$ cat src/rtl/axi_lite_slave.sv
// rtl/axi_lite_slave.sv - AXI4-Lite slave backed by a small byte-writable register file
//
// Purpose: a single-clock AXI4-Lite slave with MEM_DEPTH 32-bit words of
// storage. The write side uses a 4-state FSM that accepts AW and W in any
// order. The read side uses a 2-state FSM. The two FSMs run concurrently.
//
// Ports:
//   aclk, areset_n              clock; asynchronous active-low reset
//   awaddr/awvalid/awready      write address channel
//   wdata/wstrb/wvalid/wready   write data channel
//   bresp/bvalid/bready         write response channel
//   araddr/arvalid/arready      read address channel
//   rdata/rresp/rvalid/rready   read data channel
module axi_lite_slave #(
    parameter int ADDR_WIDTH = 32,
    parameter int DATA_WIDTH = 32,
    parameter int MEM_DEPTH  = 32
) (
    input  logic                    aclk,
    input  logic                    areset_n,
    input  logic [ADDR_WIDTH-1:0]   awaddr,
    input  logic                    awvalid,
    output logic                    awready,
    input  logic [DATA_WIDTH-1:0]   wdata,
    input  logic [DATA_WIDTH/8-1:0] wstrb,
    input  logic                    wvalid,
    output logic                    wready,
    output logic [1:0]              bresp,
    output logic                    bvalid,
    input  logic                    bready,
    input  logic [ADDR_WIDTH-1:0]   araddr,
    input  logic                    arvalid,
    output logic                    arready,
    output logic [DATA_WIDTH-1:0]   rdata,
    output logic [1:0]              rresp,
    output logic                    rvalid,
    input  logic                    rready
);
    localparam int STRB_W = DATA_WIDTH / 8;
    localparam int IDX_W  = (MEM_DEPTH > 1) ? $clog2(MEM_DEPTH) : 1;
    localparam logic [ADDR_WIDTH-1:0] MEM_BYTES = ADDR_WIDTH'(MEM_DEPTH * 4);

    localparam logic [1:0] RESP_OKAY   = 2'b00;
    localparam logic [1:0] RESP_SLVERR = 2'b10;

    localparam logic [1:0] W_IDLE      = 2'd0;
    localparam logic [1:0] W_HAVE_ADDR = 2'd1;
    localparam logic [1:0] W_HAVE_DATA = 2'd2;
    localparam logic [1:0] W_RESP      = 2'd3;

    localparam logic [0:0] R_IDLE = 1'b0;
    localparam logic [0:0] R_DATA = 1'b1;

    logic [1:0]            w_state;
    logic [ADDR_WIDTH-1:0] aw_addr_q;
    logic [DATA_WIDTH-1:0] w_data_q;
    logic [STRB_W-1:0]     w_strb_q;
    logic [1:0]            bresp_q;

    logic [0:0]            r_state;
    logic [DATA_WIDTH-1:0] rdata_q;
    logic [1:0]            rresp_q;

    logic [DATA_WIDTH-1:0] mem [MEM_DEPTH];

    // Ready signals are pure functions of FSM state, never of valid.
    assign awready = (w_state == W_IDLE) || (w_state == W_HAVE_DATA);
    assign wready  = (w_state == W_IDLE) || (w_state == W_HAVE_ADDR);
    assign bvalid  = (w_state == W_RESP);
    assign bresp   = bresp_q;

    assign arready = (r_state == R_IDLE);
    assign rvalid  = (r_state == R_DATA);
    assign rdata   = rdata_q;
    assign rresp   = rresp_q;

    logic aw_hs, w_hs, ar_hs;
    assign aw_hs = awvalid && awready;
    assign w_hs  = wvalid && wready;
    assign ar_hs = arvalid && arready;

    // The edge that completes the address+data pair. The half that arrived
    // earlier comes from its latch. The half arriving now comes from the bus.
    logic                  commit;
    logic [ADDR_WIDTH-1:0] c_addr;
    logic [DATA_WIDTH-1:0] c_data;
    logic [STRB_W-1:0]     c_strb;
    logic                  c_in_range;
    logic [IDX_W-1:0]      c_idx;

    assign commit = ((w_state == W_IDLE)      && aw_hs && w_hs) ||
                    ((w_state == W_HAVE_ADDR) && w_hs) ||
                    ((w_state == W_HAVE_DATA) && aw_hs);
    assign c_addr     = (w_state == W_HAVE_ADDR) ? aw_addr_q : awaddr;
    assign c_data     = (w_state == W_HAVE_DATA) ? w_data_q  : wdata;
    assign c_strb     = (w_state == W_HAVE_DATA) ? w_strb_q  : wstrb;
    assign c_in_range = (c_addr < MEM_BYTES);
    assign c_idx      = c_addr[2 +: IDX_W];

    logic             ar_in_range;
    logic [IDX_W-1:0] ar_idx;
    assign ar_in_range = (araddr < MEM_BYTES);
    assign ar_idx      = araddr[2 +: IDX_W];

    always_ff @(posedge aclk or negedge areset_n) begin
        if (!areset_n) begin
            w_state   <= W_IDLE;
            aw_addr_q <= '0;
            w_data_q  <= '0;
            w_strb_q  <= '0;
            bresp_q   <= RESP_OKAY;
        end else if (commit) begin
            w_state <= W_RESP;
            bresp_q <= c_in_range ? RESP_OKAY : RESP_SLVERR;
        end else if ((w_state == W_IDLE) && aw_hs) begin
            w_state   <= W_HAVE_ADDR;
            aw_addr_q <= awaddr;
        end else if ((w_state == W_IDLE) && w_hs) begin
            w_state  <= W_HAVE_DATA;
            w_data_q <= wdata;
            w_strb_q <= wstrb;
        end else if ((w_state == W_RESP) && bready) begin
            w_state <= W_IDLE;
        end
    end

    // Storage clears on reset. A reset during a transaction therefore
    // cannot leave a partial write behind.
    always_ff @(posedge aclk or negedge areset_n) begin
        if (!areset_n) begin
            for (int i = 0; i < MEM_DEPTH; i++) mem[i] <= '0;
        end else if (commit && c_in_range) begin
            for (int b = 0; b < STRB_W; b++)
                if (c_strb[b]) mem[c_idx][8*b +: 8] <= c_data[8*b +: 8];
        end
    end

    // A read sampled on the same edge as a commit sees the pre-write word.
    always_ff @(posedge aclk or negedge areset_n) begin
        if (!areset_n) begin
            r_state <= R_IDLE;
            rdata_q <= '0;
            rresp_q <= RESP_OKAY;
        end else if (ar_hs) begin
            r_state <= R_DATA;
            rdata_q <= ar_in_range ? mem[ar_idx] : '0;
            rresp_q <= ar_in_range ? RESP_OKAY : RESP_SLVERR;
        end else if ((r_state == R_DATA) && rready) begin
            r_state <= R_IDLE;
        end
    end
endmodule

$ cat config.mk
export PLATFORM = sky130hd
export DESIGN_NAME = axi_lite_slave
export DESIGN_NICKNAME = d
export VERILOG_FILES = /design/src/rtl/axi_lite_slave.sv
export SDC_FILE = /design/constraint.sdc
export NUM_CORES = 2
export LEC_CHECK = 0
export ABC_AREA = 1
export BUFFER_PORTS_ARGS = -buffer_cell sky130_fd_sc_hd__buf_2
export CAP_MARGIN = 20
export CELL_PAD_IN_SITES_DETAIL_PLACEMENT = 1
export CELL_PAD_IN_SITES_GLOBAL_PLACEMENT = 1
export CORE_MARGIN = 8
export CORE_UTILIZATION = 43
export CTS_BUF_LIST = sky130_fd_sc_hd__clkbuf_8
export DETAILED_ROUTE_END_ITERATION = 16
export GPL_TIMING_DRIVEN = 0
export PLACE_DENSITY_LB_ADDON = 0.3
export SLEW_MARGIN = 10
export SYNTH_ARGS = -nofsm -noshare
export SYNTH_HDL_FRONTEND = slang
export SYNTH_SLANG_ARGS = --single-unit
$ cat constraint.sdc
create_clock -name aclk -period 3.9 [get_ports aclk]
set_input_delay 0.39 -clock aclk [delete_from_list [all_inputs] [get_ports aclk]]
set_output_delay 0.39 -clock aclk [all_outputs]
set_load 0.02 [all_outputs]
==> run metrics <==
status complete, but fails checks; failing checks setup timing; HPWL Detailed between 200 and 250 mm; CORE AREA about 0.14 mm^2; Synth Cell Area slightly below 0.06 mm^2; H-tree depth 4; critical path startpoint category flip-flop; Syn Area/Cell 7.53 um^2; mux cell area share after synthesis 0.208%; Die Ht 389 um; area delta synth->final 14.1%; Post-Synth Simple-Gate Area between 40 and 50%; type of the worst setup path reg -> reg; Initial Util a little over two fifths; antenna-violating nets left 0; Max Freq ~250 MHz; count of cell types in the netlist 36; sequential area share after synthesis a little under half; clock-pin slew on the worst setup and hold paths approximately 0.060 ns; vias ~66000; first-pass GRT wire length 448 mm; R2R Setup Slk -0.03 ns; Detailed Route Iter0 Violations 7946; PD cells 526 mW/mm^2; Synth Area in Compound Gates under 10%; maxcap violations 0; Clock Sinks ~1100; Synth Register Bits ~1100; PnR worst setup slack -0.0333 ns; drc violations 0; largest family of logic cells by synthesized area simple AND/OR/NAND/NOR gates; FF-to-FF Start w_state[0]$_DFFE_PN0P_; site row count ~140; final core utilization between 40% and 50%; synth top area cells dfrtp_1, nand2_1, nand4_1, nand3_1, clkbuf_1; RSZ-0062 raised after global routing no; full die area 0.151 mm^2; ys async rst share 100%; grt ovf 0; Leakage between 30 and 40 nW; largest net degree at the start of global routing between 100 and 150; Tcrit/Tclk final 101%; GP Congestion about 1.0; # port buffers 138; Top FF cell, synth dfrtp_1; Final Hold Viols 0; Detailed Route WL slightly above 300 mm; Ports 148; final worst path period need roughly 3.9 ns; clk_lat worst skew 1.00 ns; Synth Instances 7931; Yosys warning count 0; CP arrival 4.83 ns; Post-synth EDFFs 0; Worst Reg-to-Reg Cells 10; Crit Path Max Fanout 10; share of layout cells above drive strength 1 about a tenth; number of antenna violations at the first check in global routing 17; Avg WL per Cell approximately 30 um; Finish-stage setup viols 5; Via density 6.37; post-synth top area share between 40% and 50%; Fin Setup TNS -0.0805 ns; peak supply drop between 0.0004 and 0.0005 V; Design Power 35.8 mW; Worst-Margin Slew between 1 and 1.5 ns; final cell count without fillers between 10000 and 15000; root buf cell clkbuf_8; clock skew ~0.037 ns; TritonCTS buffer count between 150 and 200; Hold/Removal Path Class in -> async; r2r endpoint mem[55]$_DFFE_PN0P_; WHS 0.0343 ns; Max-slew headroom under 10%; required time of the critical path roughly 4.8 ns; Tot GR Track Use around two fifths; Nets ~8500; CTS max path bufs 3; post-synthesis xor/xnor area fraction 0%; CP endpoint kind flip-flop; DR pass1 iterations 6; die width about 390 um; Synth Area in Adders 0%; vias in the first global route ~66000; TritonCTS clock tree built; fin. max-slew vios 0; placed cell count about 10000; Synth area leader dfrtp_1
[cell families (layout without fill, tap and decap cells)]
| logic type | after synthesis | count (layout) |
|---|---|---|
| compound gates | 356 | 356 |
| buf+inv | 773 | 1376 |
| flops | 1127 | 1127 |
| mux | 11 | 11 |
| other cells | 1 | 7 |
| simple gates | 5663 | 5663 |
[layout by cell type, fill, tap and decap left out, drive strengths merged]
cell         count
buf            407
clkinvlp         4
nor3           258
inv            169
conb             2
o21ai          316
dlygate4sd3     73
nand3b           2
bufinv           1
clkinv          17
o221ai           1
dfrtp         1127
nand3          944
diode            5
nor2           155
a21oi           38
o311ai           1
nand2         3437
mux2            11
clkbuf         705
nand4          867
[worst max path at each step]
stage | to | startpoint
after detailed placement | rdata[19]$_DFFE_PN0P_ | araddr[2]
after global placement | mem[214]$_DFFE_PN0P_ | areset_n
after CTS | mem[173]$_DFFE_PN0P_ | w_state[0]$_DFFE_PN0P_
final | mem[55]$_DFFE_PN0P_ | w_state[0]$_DFFE_PN0P_
after floorplan | mem[320]$_DFFE_PN0P_ | w_state[1]$_DFFE_PN0P_
after global routing | mem[54]$_DFFE_PN0P_ | w_state[0]$_DFFE_PN0P_
[per-stage QoR]
step / area [um^2] / setup WS (ns)
CTS: 68000 / 0.0467
detailed placement: 63300 / -0.323
global placement: 62600 / -23.65
global route: 68100 / 0.0866
floorplan: 59700 / 1.89
finish: 68100 / -0.0333
[per-layer routing]
metal | vias to the layer above | part of all wire [%] | track usage [%]
met1 | 32900 | 38 | 50.8
met3 | 1124 | 13 | 14.3
met5 | - | 0.091 | 0
met4 | 24 | 8.1 | 26.3
met2 | 4171 | 41 | 56.6
li1 | 27600 | - | -
[power by group]
group | total [mW] | internal (mW) | switching (mW)
Sequential | 12.9 | 12.4 | 0.432
Combinational | 11.4 | 1.84 | 9.58
Clock | 11.5 | 5.96 | 5.53
Total | 35.8 | 20.2 | 15.5
[what timing repair did]
item / 4_1_cts / 5_1_grt
endpoints found under the setup margin: 0 / 4
setup buffers: 0 / 0
hold endpoints to repair: 205 / 0
hold buffers: 73 / 0
gates resized for setup: 0 / 1
[layout make-up]
cell class              instances  area, um^2
inverters                      97         369
clock buffers                 259        3560
plain buffers                 676        2880
repair buffers                250        2070
clock inverters                94         435
diodes                          5        12.5
multi-input cells            6032       28300
fillers                     17300       69600
flip-flops and latches       1127       28200
well taps                    1794        2240
[registers in the layout, indices dropped and copies added (netlist names)]
register and count:
mem 1024, rdata 32, w_data_q 32, aw_addr_q 30, w_strb_q 4, w_state 2
bresp 1, rresp 1, rvalid 1
[synthesized netlist by cell type (9+ instances only)]
| master | n |
|---|---|
| nand3_1 | 935 |
| buf_4 | 26 |
| nor2_2 | 9 |
| nand4_4 | 40 |
| nor2_4 | 46 |
| inv_1 | 91 |
| nand2_2 | 15 |
| nor3_1 | 258 |
| nand4_2 | 18 |
| o21ai_0 | 277 |
| nand2_4 | 14 |
| o21ai_1 | 33 |
| nand4_1 | 809 |
| buf_2 | 146 |
| a21oi_1 | 36 |
| nor2_1 | 97 |
| dfrtp_1 | 1127 |
| mux2_2 | 11 |
| clkbuf_1 | 445 |
| buf_1 | 53 |
| nand2_1 | 3407 |
[critical path, cell delays in order (launching register included)]
cell and delay, ns:
dfrtp_1 0.36, buf_4 0.18, nor2_1 0.17, inv_1 0.11, a21oi_2 0.51, nand2_1 0.15, nor2_2 0.67, buf_2 0.60
clkbuf_1 0.76, nand4_1 0.17, nand2_1 0.13
(Power assumes the default switching activity.)
